`src/rtl/dt_pkg.sv`:
```
// Shared constants and FSM state type for the distance-transform engine and its readback packer.
package dt_pkg;
  localparam int IMG_W  = 128;
  localparam int IMG_H  = 128;
  localparam int PIX_W  = 8;
  localparam int WORD_W = 16;
  localparam int RES_AW = 14;
  localparam int STI_AW = 10;
  localparam int FILL_W = $clog2(WORD_W);

  // Packed words carry the leftmost pixel in the MSB.
  localparam bit PIX_MSB_FIRST = 1'b1;

  localparam logic [RES_AW-1:0] RES_LAST = RES_AW'(IMG_W * IMG_H - 1);
  localparam logic [STI_AW-1:0] STI_LAST = STI_AW'(IMG_W * IMG_H / WORD_W - 1);

  typedef enum logic [1:0] {
    ST_IDLE  = 2'd0,
    ST_RUN   = 2'd1,
    ST_DRAIN = 2'd2,
    ST_DONE  = 2'd3
  } dt_state_e;
endpackage

```
`src/rtl/dt_bit_packer.sv`:
```
// Serial-to-word packer: shifts one bit per valid cycle and emits a held word every WORD_W bits.
module dt_bit_packer
  import dt_pkg::*;
(
  input  logic              clk,
  input  logic              reset,
  input  logic              bit_vld,
  input  logic              bit_in,
  output logic              word_vld,
  output logic [WORD_W-1:0] word
);

  logic [WORD_W-1:0] sr_q, sr_d;
  logic [WORD_W-1:0] word_q;
  logic [FILL_W-1:0] fill_q;
  logic              vld_q;

  always_comb begin
    sr_d = PIX_MSB_FIRST ? {sr_q[WORD_W-2:0], bit_in} : {bit_in, sr_q[WORD_W-1:1]};
  end

  // word_q only changes on completion so the output holds between writes.
  always_ff @(posedge clk or posedge reset) begin
    if (reset) begin
      sr_q   <= '0;
      word_q <= '0;
      fill_q <= '0;
      vld_q  <= 1'b0;
    end else begin
      vld_q <= 1'b0;
      if (bit_vld) begin
        sr_q   <= sr_d;
        fill_q <= fill_q + 1'b1;
        if (fill_q == FILL_W'(WORD_W - 1)) begin
          vld_q  <= 1'b1;
          word_q <= sr_d;
        end
      end
    end
  end

  assign word_vld = vld_q;
  assign word     = word_q;

endmodule

```
`src/rtl/dt_res_pack.sv`:
```
// Reads the distance map out of the res RAM, thresholds each pixel and writes sti-format packed words.
// Optional build macro DT_RES_PACK_POPCNT_EN adds the pix_cnt output (count of emitted 1-bits).
module dt_res_pack
  import dt_pkg::*;
(
  input  logic              clk,
  input  logic              reset,
  input  logic              start,
  input  logic [PIX_W-1:0]  thr,
  output logic              res_rd,
  output logic [RES_AW-1:0] res_addr,
  input  logic [PIX_W-1:0]  res_di,
  output logic              sti_wr,
  output logic [STI_AW-1:0] sti_addr,
  output logic [WORD_W-1:0] sti_do,
  output logic              busy,
  output logic              done
`ifdef DT_RES_PACK_POPCNT_EN
  ,
  output logic [RES_AW:0]   pix_cnt
`endif
);

  dt_state_e         state_q, state_d;
  logic [RES_AW-1:0] rd_cnt_q, rd_cnt_d;
  logic [PIX_W-1:0]  thr_q, thr_d;
  logic              rd_vld_p1;
  logic [RES_AW-1:0] rd_addr_p1;
  logic [STI_AW-1:0] sti_addr_q;
  logic              start_acc;
  logic              pix_bit_p1;
  logic              word_vld;
  logic [WORD_W-1:0] word;

  function automatic logic pix_bit(input logic [PIX_W-1:0] d, input logic [PIX_W-1:0] t);
    return (d != '0) && (d >= t);
  endfunction

  assign start_acc = start && ((state_q == ST_IDLE) || (state_q == ST_DONE));

  always_comb begin
    state_d  = state_q;
    rd_cnt_d = rd_cnt_q;
    thr_d    = thr_q;
    case (state_q)
      ST_IDLE, ST_DONE: begin
        if (start_acc) begin
          state_d  = ST_RUN;
          rd_cnt_d = '0;
          thr_d    = thr;
        end
      end
      ST_RUN: begin
        if (rd_cnt_q == RES_LAST) state_d = ST_DRAIN;
        else                      rd_cnt_d = rd_cnt_q + 1'b1;
      end
      ST_DRAIN: begin
        if (word_vld && (sti_addr_q == STI_LAST)) state_d = ST_DONE;
      end
      default: state_d = ST_IDLE;
    endcase
  end

  always_ff @(posedge clk or posedge reset) begin
    if (reset) begin
      state_q  <= ST_IDLE;
      rd_cnt_q <= '0;
      thr_q    <= '0;
    end else begin
      state_q  <= state_d;
      rd_cnt_q <= rd_cnt_d;
      thr_q    <= thr_d;
    end
  end

  // p1: read data returns; the address issued last cycle tags the captured bit.
  always_ff @(posedge clk or posedge reset) begin
    if (reset) begin
      rd_vld_p1  <= 1'b0;
      rd_addr_p1 <= '0;
      sti_addr_q <= '0;
    end else begin
      rd_vld_p1  <= res_rd;
      rd_addr_p1 <= res_addr;
      if (rd_vld_p1 && (rd_addr_p1[FILL_W-1:0] == FILL_W'(WORD_W - 1)))
        sti_addr_q <= rd_addr_p1[RES_AW-1:FILL_W];
    end
  end

  assign pix_bit_p1 = pix_bit(res_di, thr_q);

  dt_bit_packer u_packer (
    .clk      (clk),
    .reset    (reset),
    .bit_vld  (rd_vld_p1),
    .bit_in   (pix_bit_p1),
    .word_vld (word_vld),
    .word     (word)
  );

`ifdef DT_RES_PACK_POPCNT_EN
  logic [RES_AW:0] pix_cnt_q;
  always_ff @(posedge clk or posedge reset) begin
    if (reset)                        pix_cnt_q <= '0;
    else if (start_acc)               pix_cnt_q <= '0;
    else if (rd_vld_p1 && pix_bit_p1) pix_cnt_q <= pix_cnt_q + 1'b1;
  end
  assign pix_cnt = pix_cnt_q;
`endif

  assign res_rd   = (state_q == ST_RUN);
  assign res_addr = rd_cnt_q;
  assign sti_wr   = word_vld;
  assign sti_addr = sti_addr_q;
  assign sti_do   = word;
  assign busy     = (state_q == ST_RUN) || (state_q == ST_DRAIN);
  assign done     = (state_q == ST_DONE);

endmodule

```
`config.mk`:
```
export PLATFORM = sky130hd
export DESIGN_NAME = dt_res_pack
export DESIGN_NICKNAME = d
export VERILOG_FILES = /design/src/rtl/dt_pkg.sv /design/src/rtl/dt_bit_packer.sv /design/src/rtl/dt_res_pack.sv
export SDC_FILE = /design/constraint.sdc
export NUM_CORES = 1
export LEC_CHECK = 0
export ABC_AREA = 1
export CAP_MARGIN = 5
export CORE_MARGIN = 4
export CORE_UTILIZATION = 50
export CTS_BUF_LIST = sky130_fd_sc_hd__clkbuf_4
export CTS_CLUSTER_DIAMETER = 30
export DETAILED_ROUTE_END_ITERATION = 8
export PLACE_DENSITY = 0.79
export SLEW_MARGIN = 40
export SYNTH_ARGS = -nofsm -noshare
export SYNTH_HDL_FRONTEND = slang
export SYNTH_SLANG_ARGS = --single-unit
```
`constraint.sdc`:
```
create_clock -name clk -period 3.29 [get_ports clk]
set_clock_uncertainty 0.15 [all_clocks]
set_input_delay 0.8225 -clock clk [delete_from_list [all_inputs] [get_ports clk]]
set_output_delay 0.8225 -clock clk [all_outputs]
set_load 0.1 [all_outputs]
```
**Word level (Yosys, flattened, before mapping)**

Index checks and enable logic that the tools add are counted.

- Input port bits: 19
- Bits in latches: 0
- Register bits: 85
- RAM bits: 0
- Memories kept: 0
- Bits in read-only memories: 0

- Bitwise gates (word level): 0
- Reduce and logical (&&, ||, !) cells: 14
- Div/mod/pow operators: 0
- Shift operators: 0
- $add $sub $neg: 2
- Multipliers: 0
- Equality and inequality tests: 11
- Muxes and demuxes: 9
- Order comparisons: 1

Operators with widths:

| operator | number |
|---|---|
| $mux W14 | 2 |
| $pmux W14 S2 | 1 |
| $add A14 B1 Y14 const B | 1 |
| $eq A14 B14 Y1 const B | 1 |
| $eq A10 B10 Y1 const B | 1 |
| $eq A4 B4 Y1 const B | 2 |
| $ge A8 B8 Y1 | 1 |
| $reduce_bool A8 Y1 | 1 |
| $mux W2 | 3 |
| $ne A2 B2 Y1 const B | 3 |
| $pmux W2 S3 | 1 |
| $reduce_and A3 Y1 | 2 |
| $add A4 B1 Y4 const B | 1 |
| $eq A2 B2 Y1 const B | 2 |
| $logic_and A1 B1 Y1 | 4 |
| $reduce_and A2 Y1 | 2 |
| $eq A2 B1 Y1 const B | 1 |
| $logic_not A2 Y1 | 1 |
| $logic_or A1 B1 Y1 | 2 |
| $mux W1 | 2 |
| $ne A2 B1 Y1 const B | 1 |
| $reduce_bool A2 Y1 | 1 |
| $reduce_or A2 Y1 | 1 |

**Longest topological paths before layout**

Gate-level depths: netlist of run 1.

- Word-level depth: 5
- Gate-level depth with buffers: 11
- Depth with buffers taken out: 11

**By module**

A second synthesis of run 1 with hierarchy kept.

- Cells, all modules: 416
- Area total of the unflattened synthesis: 3858.7 um^2

Modules (own cells, without submodules):

| module | area each (um^2) | seq. area each (um^2) | cells each | times used |
|---|---|---|---|---|
| dt_res_pack | 2432.3 | 1226.2 | 270 | 1 |
| dt_bit_packer | 1426.4 | 900.9 | 146 | 1 |

**Least setup slack after synthesis of run 1**

OpenSTA, ideal clock, no wires.

- Path type: register to register
- Start point: register state_q[1]
- End point: register rd_cnt_q[2] (netlist: res_addr[2])
- Arrival: 2.160 ns
- Cell stages (with the launch flop): 9
- Setup slack: 0.855 ns
- Library setup time: 0.125 ns
- Period minus slack after synthesis: 2.435 ns
- Path buffers: 1
- Path through: dfrtp_1 > inv_1 > ha_1 > inv_1 > nand2_1 > nand3_4 > buf_6 > nand2_1 > o21ai_2

- Elaborated cells between the ends (all ways): 11
- Those cells by class: eq/ne: 4; mux: 1; reduce/logical: 6

RTL lines:

| item | line | RTL |
|---|---|---|
| from (decl) | dt_res_pack.sv:24 | `dt_state_e state_q, state_d;` |
| from (signal assigned) | dt_res_pack.sv:70 | `state_q <= state_d;` |
| $eq A2 B1 Y1 * | n/a |  |
| via res_rd | dt_res_pack.sv:10 | `output logic res_rd,` |
| $ne A2 B2 Y1 (no line) or $reduce_bool A2 Y1 (tied branches) | n/a |  |
| $reduce_and A3 Y1 (no line) | n/a |  |
| to (signal assigned) | dt_res_pack.sv:71 | `rd_cnt_q <= rd_cnt_d;` |
| to (decl) | dt_res_pack.sv:25 | `logic [RES_AW-1:0] rd_cnt_q, rd_cnt_d;` |

Mark *: on every way through the listed nets, which the timed path passes. The rest lies on a longest branch.
A chain may end at the register's enable or synchronous reset.

**Worst setup path in the final report of run 1**

- Start point: register state_q[0]
- End point: output busy

- Word-level cells in the longest chain between the ends: 2
- Elaborated cells between the ends (all ways): 3
- Those cells by class: eq/ne: 2; reduce/logical: 1

RTL lines:

| item | line | RTL |
|---|---|---|
| $eq A2 B1 Y1 or $eq A2 B2 Y1 (tied branches) | dt_res_pack.sv:116 | `assign busy = (state_q == ST_RUN) \|\| (state_q == ST_DRAIN);` |
| $logic_or A1 B1 Y1 * | dt_res_pack.sv:116 |  |
| to (decl) | dt_res_pack.sv:16 | `output logic busy,` |

Every way passes the cells marked *; elsewhere a longest branch is shown, timed or not.

==> results_dict.tcl, run 1 <==
set metrics [dict create \
    status "completed" \
    fin_crit_ns 2.67 \
    yosysTopAreaCell "dfrtp_1" \
    hpwl_um 5520 \
    synth_top_family_by_area "simple AND/OR/NAND/NOR gates" \
    synth_adder_area_share_pct 4.64 \
    nets 502 \
    syn-instance-count 406 \
    reg2regPathDepth 8 \
    start_kind "register" \
    r2r-end "res_addr[4]" \
    path_class "register to primary output" \
    worstMarginPinSlew_ns 0.559 \
    start_util_pct 51.8 \
    critPathTopFamily "buffers and inverters" \
    fmax_mhz 374 \
    grt_max_degree 55 \
    hp-class "register to register" \
    viasPerCell 5.04 \
    die_h_um 94.9 \
    synth_area_um2 3770 \
    area_growth_pct 19.2 \
    max_stage_delay_ns 0.46 \
    path_common_cell "inv_1" \
    synth_compound_area_share_pct 9.38 \
    dr.pass1.iters 4 \
    slew_headroom_pct 62.7 \
    dieArea_um2 9000 \
    final_hold_viol_count 0 \
    cp_max_fo 5 \
    min-delay-start "rd_addr_p1[12]" \
    nFillCells 638 \
    cts.path.max_buffers 2 \
    power_frac_clock_pct 16.0 \
    p_total_mw 3.66 \
    drive_gt1_share_pct 19.2 \
    synth_warnings 0 \
    io_pins 63 \
    powerDensity_nw_per_um2 813 \
    synth_edf_count 0 \
    syn_area_per_cell_um2 9.30 \
    cts-buffers-inserted 9 \
    gr-usage-all-layers_pct 18.2 \
    insertion_delay_ns 0.42 \
    whs_path_depth 2 \
    ys_seq_area_share_pct 56.3 \
    leakage_nw 2.26 \
    num_rows 31 \
    syn-num-nets 439 \
    cp.arrival_ns 1.70 \
    grt-ovfl-total 0 \
    setup_viol 0 \
    peakVddDrop_v 0.000367 \
    first_global_vias 2767 \
    ys_dominant_reg_cell "dfrtp_1" \
    cp-end-kind "primary output" \
    reg2reg_slack_ns 1.25 \
    portBuffers 62 \
    vias 2883 \
    synthSimpleGateAreaFrac_pct 19.1 \
    diodes 0 \
    combPwrFrac_pct 45.4 \
    cp.required_ns 2.32 \
    cts_tree "yes" \
    min_to "sti_addr[8]" \
    drc 0 \
    muxShareOfSynthArea_pct 2.98 \
    pwr-share-seq_pct 38.7 \
    cp_cell_sequence "inv_1 > ha_1 > inv_1 > buf_4" \
    dieWidth_um 94.9 \
    ys_seq_elements 85 \
    gp_congestion 0.825 \
    finalSetupTns_ns 0 \
    yosys.area_share.xor_xnor_pct 0.696 \
    slew_viol_final 0 \
    p_sw_mw 1.72 \
    detail_route.iter0.violations 113 \
    async_flop_share_pct 100 \
    coreArea_um2 7290 \
    p_int_mw 1.94 \
    swShare_pct 47.1 \
    r2r_start "state_q[1]" \
    cap_violations 0 \
    antenna_found_initial 0 \
    synth_largest_type_area_fraction_pct 56.3 \
    ys_top_cells_by_area "dfrtp_1, nand2_1, o21ai_0" \
    rsz0062_at_grt "no" \
    slowest_stage "dfrtp_1" \
    wl_per_cell_um 13.0 \
    cts.clk_slew.worst_paths_ns 0.12 \
    clkSinkCount 85 \
    post_cts.repair.setup_buffers 0 \
    final_antenna_net_count 0 \
    grt_pass1_wl_um 12800 \
    root_buffer "clkbuf_4" \
    min_period_over_period_pct 81.2 \
    cts_hold_buffers 0 \
    h-tree-depth 3 \
    routed_wl_um 7460 \
    cts_resized 0 \
    synth.distinct_cells 29 \
    critical_path_buf_inv_count 3 \
]
[how the worst max path moves through the flow]
stage | cells past startpoint | to | from
global route | 4 | busy | state_q[0]
global placement | 11 | u_packer.word[0] | res_di[0]
detailed placement | 11 | u_packer.sr_q[0] | res_di[0]
finish | 4 | busy | state_q[0]
floorplan | 1 | rd_addr_p1[0] | reset
CTS | 4 | busy | state_q[0]
[Yosys cell counts (2+ instances only)]
cell type / n
nor4_1: 2
o21ai_0: 38
buf_2: 3
nand2_1: 103
ha_1: 14
nand3_1: 16
a21o_1: 2
nand4_1: 5
clkbuf_1: 7
nor2_1: 33
nand2_2: 5
nand3b_1: 2
xor2_1: 2
buf_6: 2
a21oi_1: 14
inv_1: 45
o21ai_1: 2
dfrtp_1: 85
mux2_2: 10
o21ai_2: 7
[registers in the layout (all words and copies together), names as in the netlist]
| register | count |
|---|---|
| rd_addr_p1 | 14 |
| rd_vld_p1 | 1 |
| res_addr | 14 |
| state_q | 2 |
| sti_addr | 10 |
| thr_q | 8 |
| u_packer.fill_q | 4 |
| u_packer.sr_q | 15 |
| u_packer.word | 16 |
| u_packer.word_vld | 1 |
[per-stage QoR]
step	worst slack (ns)	utilization, %	instance area, um2	hold slack, ns	std cells
detailed placement	0.881	59.8	4360	0.292	557
global placement	0.940	59.8	4360	0.287	557
floorplan	0.124	-	3770	0.280	406
CTS	0.634	61.6	4490	0.316	572
finish	0.618	61.7	4500	0.323	572
global route	0.572	61.7	4500	0.338	572
[worst register-to-register path: stages, from the launching register on]
cell	delay (ns)
dfrtp_1	0.44
inv_1	0.10
ha_1	0.17
buf_4	0.21
inv_1	0.15
nand2_1	0.17
nand3_4	0.29
nand2_1	0.18
o21ai_2	0.06
[routing by layer]
layer | vias up | wire, um | part of all wire [%] | GRT usage [%]
li1 | 1422 | - | - | -
met1 | 1380 | 3220 | 43 | 23.7
met2 | 71 | 3770 | 51 | 30.1
met3 | 10 | 364 | 4.9 | 3.90
met4 | 0 | 102 | 1.4 | 6.61
met5 | - | 0 | 0 | 0
[cell type report]
class                      count  area, um2  area share (%)
sequential                    85       2130            47.3
multi-input combinational    261       1390            31.0
timing repair buffer          65        546            12.1
inverter                      47        178            3.95
tap                           99        124            2.75
clock buffer                  13       97.6            2.17
clock inverter                 2       35.0           0.779
[cell families (layout without fill, tap and decap cells)]
logic type	Yosys count	count (layout)
flip-flops	85	85
multiplexers	10	10
adder cells (fa/ha/maj)	14	14
AND/OR/NAND/NOR	170	170
XOR/XNOR	3	3
AO/OA/AOI/OAI	64	64
buffers and inverters	60	127
[power by group through the flow]
stage / clock network [mW] / logic (mW) / registers, mW
after global placement: 0 / 1.62 / 1.42
after floorplan: 0 / 0.958 / 1.85
after detailed placement: 0 / 1.67 / 1.44
after global routing: 0.642 / 1.81 / 1.44
final: 0.585 / 1.66 / 1.41
after CTS: 0.600 / 1.68 / 1.41
[placed cells by master (no fill, tap or decap), types with 5 or more instances in the layout]
cell             instances
a21oi_1                 14
buf_4                   46
clkbuf_4                13
clkdlybuf4s50_1         18
dfrtp_1                 85
ha_1                    14
inv_1                   44
mux2_2                  10
nand2_1                102
nand2_2                  6
nand3_1                 16
nand4_1                  5
nor2_1                  32
o21ai_0                 38
o21ai_2                  7
(Power assumes the default switching activity.)
==> run 2: changes to the inputs <==
- clock period: 3.29 -> 2.21 ns (I/O delays scaled with it)
==> results_dict.tcl, run 2 (same netlist as run 1, synthesis figures left out) <==
set metrics [dict create \
    r2r-end "res_addr[10]" \
    min_period_over_period_pct 98.5 \
    grt_pass1_wl_um 12900 \
    final_common_cell "nand2_1" \
    rsz0062_at_grt "yes" \
    fin_cells 580 \
    wl_per_cell_um 13.0 \
    cts-buffers-inserted 9 \
    portBuffers 62 \
    vias 2859 \
    cp.arrival_ns 1.47 \
    status "completed" \
    nFillCells 539 \
    globalRouteMet1Util_pct 23.9 \
    slew_viol_final 0 \
    io_pins 63 \
    num_rows 31 \
    first_global_vias 2893 \
    nets 510 \
    r2r_start "state_q[1]" \
    dr.pass1.iters 5 \
    start_kind "register" \
    antenna_found_initial 0 \
    hpwl_um 5610 \
    coreArea_um2 7290 \
    clkSinkCount 85 \
    cp-end-kind "primary output" \
    grt-ovfl-total 0 \
    insertion_delay_ns 0.40 \
    cp_max_fo 4 \
    path_class "register to primary output" \
    fmax_mhz 459 \
    area_growth_pct 32.8 \
    powerDensity_nw_per_um2 1180 \
    reg2reg_slack_ns 0.27 \
    use_met2_pct 31.1 \
    leakage_nw 2.38 \
    routed_wl_um 7540 \
    cp.required_ns 1.51 \
    diodes 0 \
    cts_tree "yes" \
    dieArea_um2 9000 \
    reg2regPathDepth 7 \
    grt_max_degree 40 \
    drive_gt1_share_pct 21.2 \
    drc 0 \
    cts.path.max_buffers 2 \
    fin_crit_ns 2.18 \
    detail_route.iter0.violations 145 \
    largest_register_ffs 16 \
    final_antenna_net_count 0 \
    final_cell_mix "nand2_1, dfrtp_1, inv_1" \
    die_h_um 94.9 \
    busiest_layer "met2" \
    placed_cells 561 \
    met3_usage_pct 3.98 \
    slew_headroom_pct 73.7 \
    h-tree-depth 3 \
    hp-class "input port to asynchronous set/reset pin" \
    dieWidth_um 94.9 \
    peakVddDrop_v 0.000659 \
    cap_violations 0 \
    cts.clk_slew.worst_paths_ns 0.12 \
    worstMarginPinSlew_ns 0.394 \
    final_hold_viol_count 0 \
    viasPerCell 4.93 \
    setup_viol 0 \
    gr-usage-all-layers_pct 18.7 \
    start_util_pct 51.8 \
    holdWs_ns 0.329 \
    gp_congestion 0.794 \
    cts_hold_buffers 0 \
    root_buffer "clkbuf_4" \
]
run 2: what timing repair did:
action                                 CTS  global route
pin swaps                                0             1
endpoints found under the hold margin    0             0
setup endpoints to repair                1             1
setup buffers                            1             3
resized for setup                        1             0
run 2: worst max path at each step:
stage,from,endpoint,slack [ns],cells after the start
2_1_floorplan,state_q[0],res_addr[2],0.002,8
6_report,state_q[1],busy,0.03,3
5_1_grt,state_q[1],busy,-0.04,3
4_1_cts,state_q[1],busy,0.004,3
3_3_place_gp,res_di[0],u_packer.sr_q[0],0.14,11
3_5_place_dp,res_di[5],u_packer.word[0],0.08,8
run 2: through the flow:
step	setup slack (ns)	util (%)	TNS [ns]	power, mW	cell area [um2]
finish	0.0333	68.7	0	5.89	5010
global route	-0.0442	68.7	-0.0442	6.29	5010
CTS	0.00388	68.4	0	5.88	4990
detailed placement	0.0761	66.1	0	4.89	4820
global placement	0.138	66.1	0	4.79	4820
floorplan	0.00245	-	0	4.22	3790
run 2: layout make-up:
class	instances	area [um2]	area share, %
Tap cell	99	124	2.47
Timing Repair Buffer	73	1020	20.3
Clock inverter	5	76.3	1.52
Sequential cell	85	2130	42.5
Clock buffer	10	75.1	1.50
Multi-Input combinational cell	261	1410	28.0
Inverter	47	184	3.67
run 2: per-layer routing:
metal | up-vias | wire (um)
met1 | 1340 | 3310
met3 | 17 | 272
met2 | 61 | 3790
li1 | 1441 | -
met4 | 0 | 176
met5 | - | 0
run 2: worst max-delay path: stages (launching register included):
cell,delay [ns]
dfrtp_1,0.45
ha_4,0.30
clkinvlp_4,0.12
buf_12,0.19
run 2: where the power goes:
group          total [mW]  leakage [nW]  internal (mW)  switching, mW
combinational        2.84          1.17          0.898           1.95
sequential           2.12          1.13           1.89          0.224
clock               0.934        0.0799          0.461          0.473
total                5.89          2.38           3.25           2.64
